<file path="config.mk">
export PLATFORM = sky130hd
export DESIGN_NAME = fp_mul_booth_seq
export DESIGN_NICKNAME = d
export VERILOG_FILES = /design/src/rtl/fp_mul_booth_seq_pkg.sv /design/src/rtl/fp_mul_booth_seq_digit.sv /design/src/rtl/fp_mul_booth_seq.sv
export SDC_FILE = /design/constraint.sdc
export NUM_CORES = 1
export LEC_CHECK = 0
export BUFFER_PORTS_ARGS = -buffer_cell sky130_fd_sc_hd__buf_2
export CAP_MARGIN = 10
export CORE_MARGIN = 4
export CORE_UTILIZATION = 46
export DETAILED_ROUTE_END_ITERATION = 12
export PLACE_DENSITY_LB_ADDON = 0.15
export SLEW_MARGIN = 20
export SYNTH_ARGS = -nofsm -noshare
export SYNTH_HDL_FRONTEND = slang
export SYNTH_SLANG_ARGS = --single-unit
</file>
<file path="constraint.sdc">
create_clock -name clk -period 10.75 [get_ports clk]
set_input_delay 1.075 -clock clk [delete_from_list [all_inputs] [get_ports clk]]
set_output_delay 1.075 -clock clk [all_outputs]
set_load 0.1 [all_outputs]
</file>
<file path="src/rtl/fp_mul_booth_seq_pkg.sv">
// Shared FPU definitions for the sequential Booth significand multiplier.
// Widths, digit count and the control FSM encoding live here.
package fp_mul_booth_seq_pkg;

   localparam int MAN_W  = 24;
   localparam int OP_W   = 26;
   localparam int PP_W   = 27;
   localparam int ACC_W  = 52;
   localparam int PROD_W = 48;
   localparam int DIGITS = 13;

   typedef enum logic [1:0] {
      IDLE,
      BUSY,
      DONE
   } state_e;

endpackage

</file>
<file path="src/rtl/fp_mul_booth_seq_digit.sv">
// Radix-4 Booth recoder: three multiplier bits select a digit in
// {-2,-1,0,+1,+2} and the matching partial product of A.
module fp_booth_digit
   import fp_mul_booth_seq_pkg::*;
(
   input  logic [2:0]      bits,
   input  logic [OP_W-1:0] a,
   output logic [2:0]      digit,
   output logic [PP_W-1:0] pp
);

   logic [PP_W-1:0] a1;
   logic [PP_W-1:0] a2;

   assign a1 = {1'b0, a};
   assign a2 = {a, 1'b0};

   // digit is two's complement; pp is the signed multiple of A
   always_comb begin
      digit = 3'b000;
      pp    = '0;
      unique case (bits)
         3'b001, 3'b010: begin
            digit = 3'b001;
            pp    = a1;
         end
         3'b011: begin
            digit = 3'b010;
            pp    = a2;
         end
         3'b100: begin
            digit = 3'b110;
            pp    = -a2;
         end
         3'b101, 3'b110: begin
            digit = 3'b111;
            pp    = -a1;
         end
         default: ;
      endcase
   end

endmodule

</file>
<file path="src/rtl/fp_mul_booth_seq.sv">
// Sequential radix-4 Booth significand multiplier, one digit per cycle.
// 13 BUSY cycles per product, result held in DONE until taken.
module fp_mul_booth_seq #(
   parameter int MAN_W = 24
) (
   input  logic               clk,
   input  logic               rst_n,
   input  logic               in_valid,
   output logic               in_ready,
   input  logic [MAN_W-2:0]   frc_X,
   input  logic [MAN_W-2:0]   frc_Y,
   input  logic               x_sub,
   input  logic               y_sub,
   output logic               out_valid,
   input  logic               out_ready,
   output logic [2*MAN_W-1:0] frc_Z_full,
   output logic               norm_n
);

   import fp_mul_booth_seq_pkg::*;

   localparam logic [3:0] LAST = 4'(DIGITS - 1);

   state_e           state_q, state_d;
   logic [3:0]       cnt_q, cnt_d;
   logic [ACC_W-1:0] acc_q, acc_d;
   logic [OP_W-1:0]  a_q, a_d;
   logic [OP_W-1:0]  b_q, b_d;
   logic             live_q, live_d;

   logic [OP_W:0]    b_ext;
   logic [2:0]       bits;
   logic [2:0]       digit;
   logic [PP_W-1:0]  pp;
   logic [ACC_W-1:0] addend;
   logic             accept;

   assign b_ext  = {b_q, 1'b0};
   assign bits   = b_ext[{cnt_q, 1'b0} +: 3];
   assign addend = {{(ACC_W-PP_W){pp[PP_W-1]}}, pp} << {cnt_q, 1'b0};

   fp_booth_digit u_digit (
      .bits  (bits),
      .a     (a_q),
      .digit (digit),
      .pp    (pp)
   );

   assign in_ready   = live_q &
                       ((state_q == IDLE) ||
                        ((state_q == DONE) && out_ready));
   assign accept     = in_valid & in_ready;
   assign out_valid  = (state_q == DONE);
   assign frc_Z_full = acc_q[PROD_W-1:0];
   assign norm_n     = acc_q[PROD_W-1];

   // next state: retire one Booth digit per BUSY cycle, load on accept
   always_comb begin
      state_d = state_q;
      cnt_d   = cnt_q;
      acc_d   = acc_q;
      a_d     = a_q;
      b_d     = b_q;
      live_d  = 1'b1;
      unique case (state_q)
         IDLE: ;
         BUSY: begin
            if (digit != 3'b000) acc_d = acc_q + addend;
            cnt_d = cnt_q + 4'd1;
            if (cnt_q == LAST) state_d = DONE;
         end
         DONE: begin
            if (out_ready) state_d = IDLE;
         end
         default: state_d = IDLE;
      endcase
      if (accept) begin
         state_d = BUSY;
         cnt_d   = '0;
         acc_d   = '0;
         a_d     = {2'b00, ~x_sub, frc_X};
         b_d     = {2'b00, ~y_sub, frc_Y};
      end
   end

   // state register with synchronous active-low reset
   always_ff @(posedge clk) begin
      if (!rst_n) begin
         state_q <= IDLE;
         cnt_q   <= '0;
         acc_q   <= '0;
         a_q     <= '0;
         b_q     <= '0;
         live_q  <= 1'b0;
      end else begin
         state_q <= state_d;
         cnt_q   <= cnt_d;
         acc_q   <= acc_d;
         a_q     <= a_d;
         b_q     <= b_d;
         live_q  <= live_d;
      end
   end

endmodule

</file>
==> summary.txt <==
======================================================================================
CTS clock-pin slew for the worst setup and hold paths                          0.09 ns
Met3 track demand over resource in global routing                                3.32%
Grt met1 use                                                                     32.8%
Number of setup violations in the final report                                       0
Library cell contributing the largest single delay on the critical path          inv_1
Cell leakage power                                                          0.00442 uW
Layout net count                                                                  1441
Element type at the critical path end                                             flop
Peak Freq                                                                      132 MHz
Final critical-path share of the clock period                                    70.5%
Setup TNS after final layout                                                      0 ns
Average routed wire per standard cell                                          17.1 um
Peak supply drop                                                               81.0 uV
Buffer depth of the longest clock path                                               2
Number of buffers inserted for hold repair after clock tree synthesis                0
Number of DRC violations after detailed routing                                      0
Syn nets                                                                          1416
Slew of the pin with the lowest slew margin                                   0.949 ns
Worst Setup Path Type                                                     flop to flop
Signal arrival time at the worst endpoint                                      7.89 ns
Layout Skew                                                                  0.0109 ns
Crit Path Max Fanout                                                                38
Root buf cell                                                                clkbuf_16
Required arrival time at the worst endpoint                                   11.06 ns
Primary FF master, synth                                                       dfxtp_1
Result of the run                                                            completed
Netlist Area Pre-Place                                                        9620 um2
Worst hold slack across all endpoints                                         0.466 ns
Post-place instance area                                                     10200 um2
TritonCTS clock tree                                                              done
Final Slew Violations                                                                0
Number of buffers added by the clock tree synthesis step                             9
Delay of the slowest cell on the worst path                                    0.75 ns
Via count of the first global-routing pass                                        8628
Fraction of final layout cells with drive strength greater than 1                13.4%
Violation count after the first detailed-route iteration                           675
Die W                                                                           153 um
Final Hold Vio Count                                                                 0
Register bit total from synthesis                                                  103
Post-route design area                                                       10500 um2
DP Wirelength                                                                 20900 um
H-tree lvl count                                                                     3
Clock period minus worst slack                                                 7.58 ns
Number of diodes added for antenna fixing                                            0
Overall die area                                                             23300 um2
Core outline area                                                            20400 um2
Max-capacitance violation count                                                      0
Number of antenna violations at the first check in global routing                    0
Setup repair after global routing missed its margin                                 no
Yosys Warn Count                                                                     0
Tightest Hold Check Type                                                  flop to flop
Initial Util                                                                     47.1%
Number of buffers inserted by port buffering                                       102
Global routing met2 resource utilization                                         37.1%
TritonCTS sink count                                                               103
Detailed-routing iteration count for the pre-antenna-repair pass                     5
Residual antenna-violating net count after detailed routing                          0
Wirelength, routed                                                            27500 um
Total setup buffers inserted after CTS                                               0
Top Usage Layer GRT                                                               met2
Mean number of vias per cell                                                      5.83
Area grow syn2layout                                                             8.84%
Tot GR Track Use                                                                 23.0%
Row Count                                                                           52
DR vias                                                                           9388
Clock latency at the later pin of the worst-skew pair                          0.37 ns
Final GP Congestion                                                              0.923
Power density over cell area                                               97.7 nW/um2
Largest net degree at the start of global routing                                   56
Ports placed on the boundary                                                       103
Syn Area/Cell                                                                 7.35 um2
Wire length of the first global-routing pass                                  45500 um
Portion of the post-synthesis area used by sequential elements                   21.4%
Number of gates resized after CTS                                                    0
Instance count of the mapped netlist                                              1309
Number of enable flip-flop cells after synthesis                                     0
Yosys cell types                                                                    88
Number of filler cells placed in the layout                                       2080
Global route total overflow                                                          0
Worst setup SP type                                                               flop
Synth async-reset ratio                                                             0%
Die H                                                                           153 um
Max_slew headroom                                                                36.3%
======================================================================================
==> power breakdown <==
part	internal, uW	leakage [uW]	switching [uW]
clock	170	0.000154	180
sequential	392	0.000836	14.2
combinational	96.9	0.00343	170
==> cell usage in the layout, fill, tap and decap left out, types with 9 or more instances in the layout <==
master / Yosys / final
dfxtp_1: 103 / 102
mux2i_1: 54 / 54
o21ai_0: 56 / 56
buf_2: 12 / 102
a21boi_0: 48 / 48
a211oi_1: 12 / 12
a21o_1: 40 / 40
inv_1: 22 / 22
nand2_1: 248 / 248
nand3_1: 37 / 37
buf_4: 3 / 11
xnor2_1: 39 / 39
o22ai_1: 9 / 9
o221ai_1: 10 / 10
ha_1: 54 / 54
a31oi_1: 14 / 14
mux4_2: 13 / 13
o21bai_1: 14 / 14
nor2_1: 100 / 100
o21a_1: 11 / 11
or3_1: 9 / 9
nor3_1: 22 / 22
nand4_1: 13 / 13
a21oi_1: 121 / 121
clkbuf_16: 0 / 9
xor2_1: 20 / 20
==> state kept, by name (all words and copies together), names as in the netlist <==
register,cells
b_q,24
state_q,2
cnt_q,4
acc_q,48
a_q,24
live_q,1
==> synth_stat cells, types with 22 or more instances <==
cell type | count | area, um2
nand2_1 | 248 | 931
a21oi_1 | 121 | 606
dfxtp_1 | 103 | 2060
nor2_1 | 100 | 375
clkbuf_1 | 72 | 270
o21ai_0 | 56 | 280
ha_1 | 54 | 676
mux2i_1 | 54 | 541
a21boi_0 | 48 | 360
a21o_1 | 40 | 300
xnor2_1 | 39 | 342
nand3_1 | 37 | 185
inv_1 | 22 | 82.6
nor3_1 | 22 | 110
==> worst max-delay path, delay by kind of cell, from the launching register on <==
family / cells / cell delay [ns]
and+or+nand+nor: 4 / 0.78
DFF: 1 / 0.31
AOI/OAI and AO/OA: 14 / 3.81
buffers and inverters: 3 / 1.25
adders and majority gates: 2 / 0.78
muxes: 2 / 0.55
==> path summary, 6_finish.rpt <==
kind                               start         to  slack, ns  cells after the start
worst max-delay path            cnt_q[0]  acc_q[44]       3.17                     25
worst min-delay path              b_q[2]     b_q[2]       0.47                      2
worst max register to register  cnt_q[0]  acc_q[44]       3.17                     25
worst min register to register    b_q[2]     b_q[2]       0.47                      2
==> cells by family after synthesis <==
kind of cell,synth area share [%]
AND/OR/NAND/NOR,22.7
AO/OA/AOI/OAI,28.1
buffers and inverters,5.23
flip-flops,21.4
multiplexers,9.74
XOR/XNOR,5.54
adder cells (fa/ha/maj),7.23
==> metrics by stage <==
stage	std cells	utilization (%)	total power, uW	worst slack, ns
6_report	1609	51.3	1020	3.17
5_1_grt	1609	51.3	1080	2.47
4_1_cts	1609	51.3	1030	3.23
3_5_place_dp	1593	49.7	679	3.25
3_3_place_gp	1593	49.7	680	3.34
2_1_floorplan	1309	-	614	4.17
==> final cells by class <==
class	instances	area, um2	share of cell area (%)
Clock buffer	9	225	2.15
Clock inverter	7	93.8	0.896
Inverter	24	90.1	0.860
Multi-Input combinational cell	1083	7070	67.5
Sequential cell	103	2060	19.7
Tap cell	270	338	3.23
Timing Repair Buffer	113	593	5.66
==> per-layer routing <==
layer,vias up,routed length (um)
met1,4326,13100
met5,-,0
met3,30,1350
met4,0,425
li1,4766,-
met2,266,12700
Note: power is estimated with default switching activity, not from simulation.
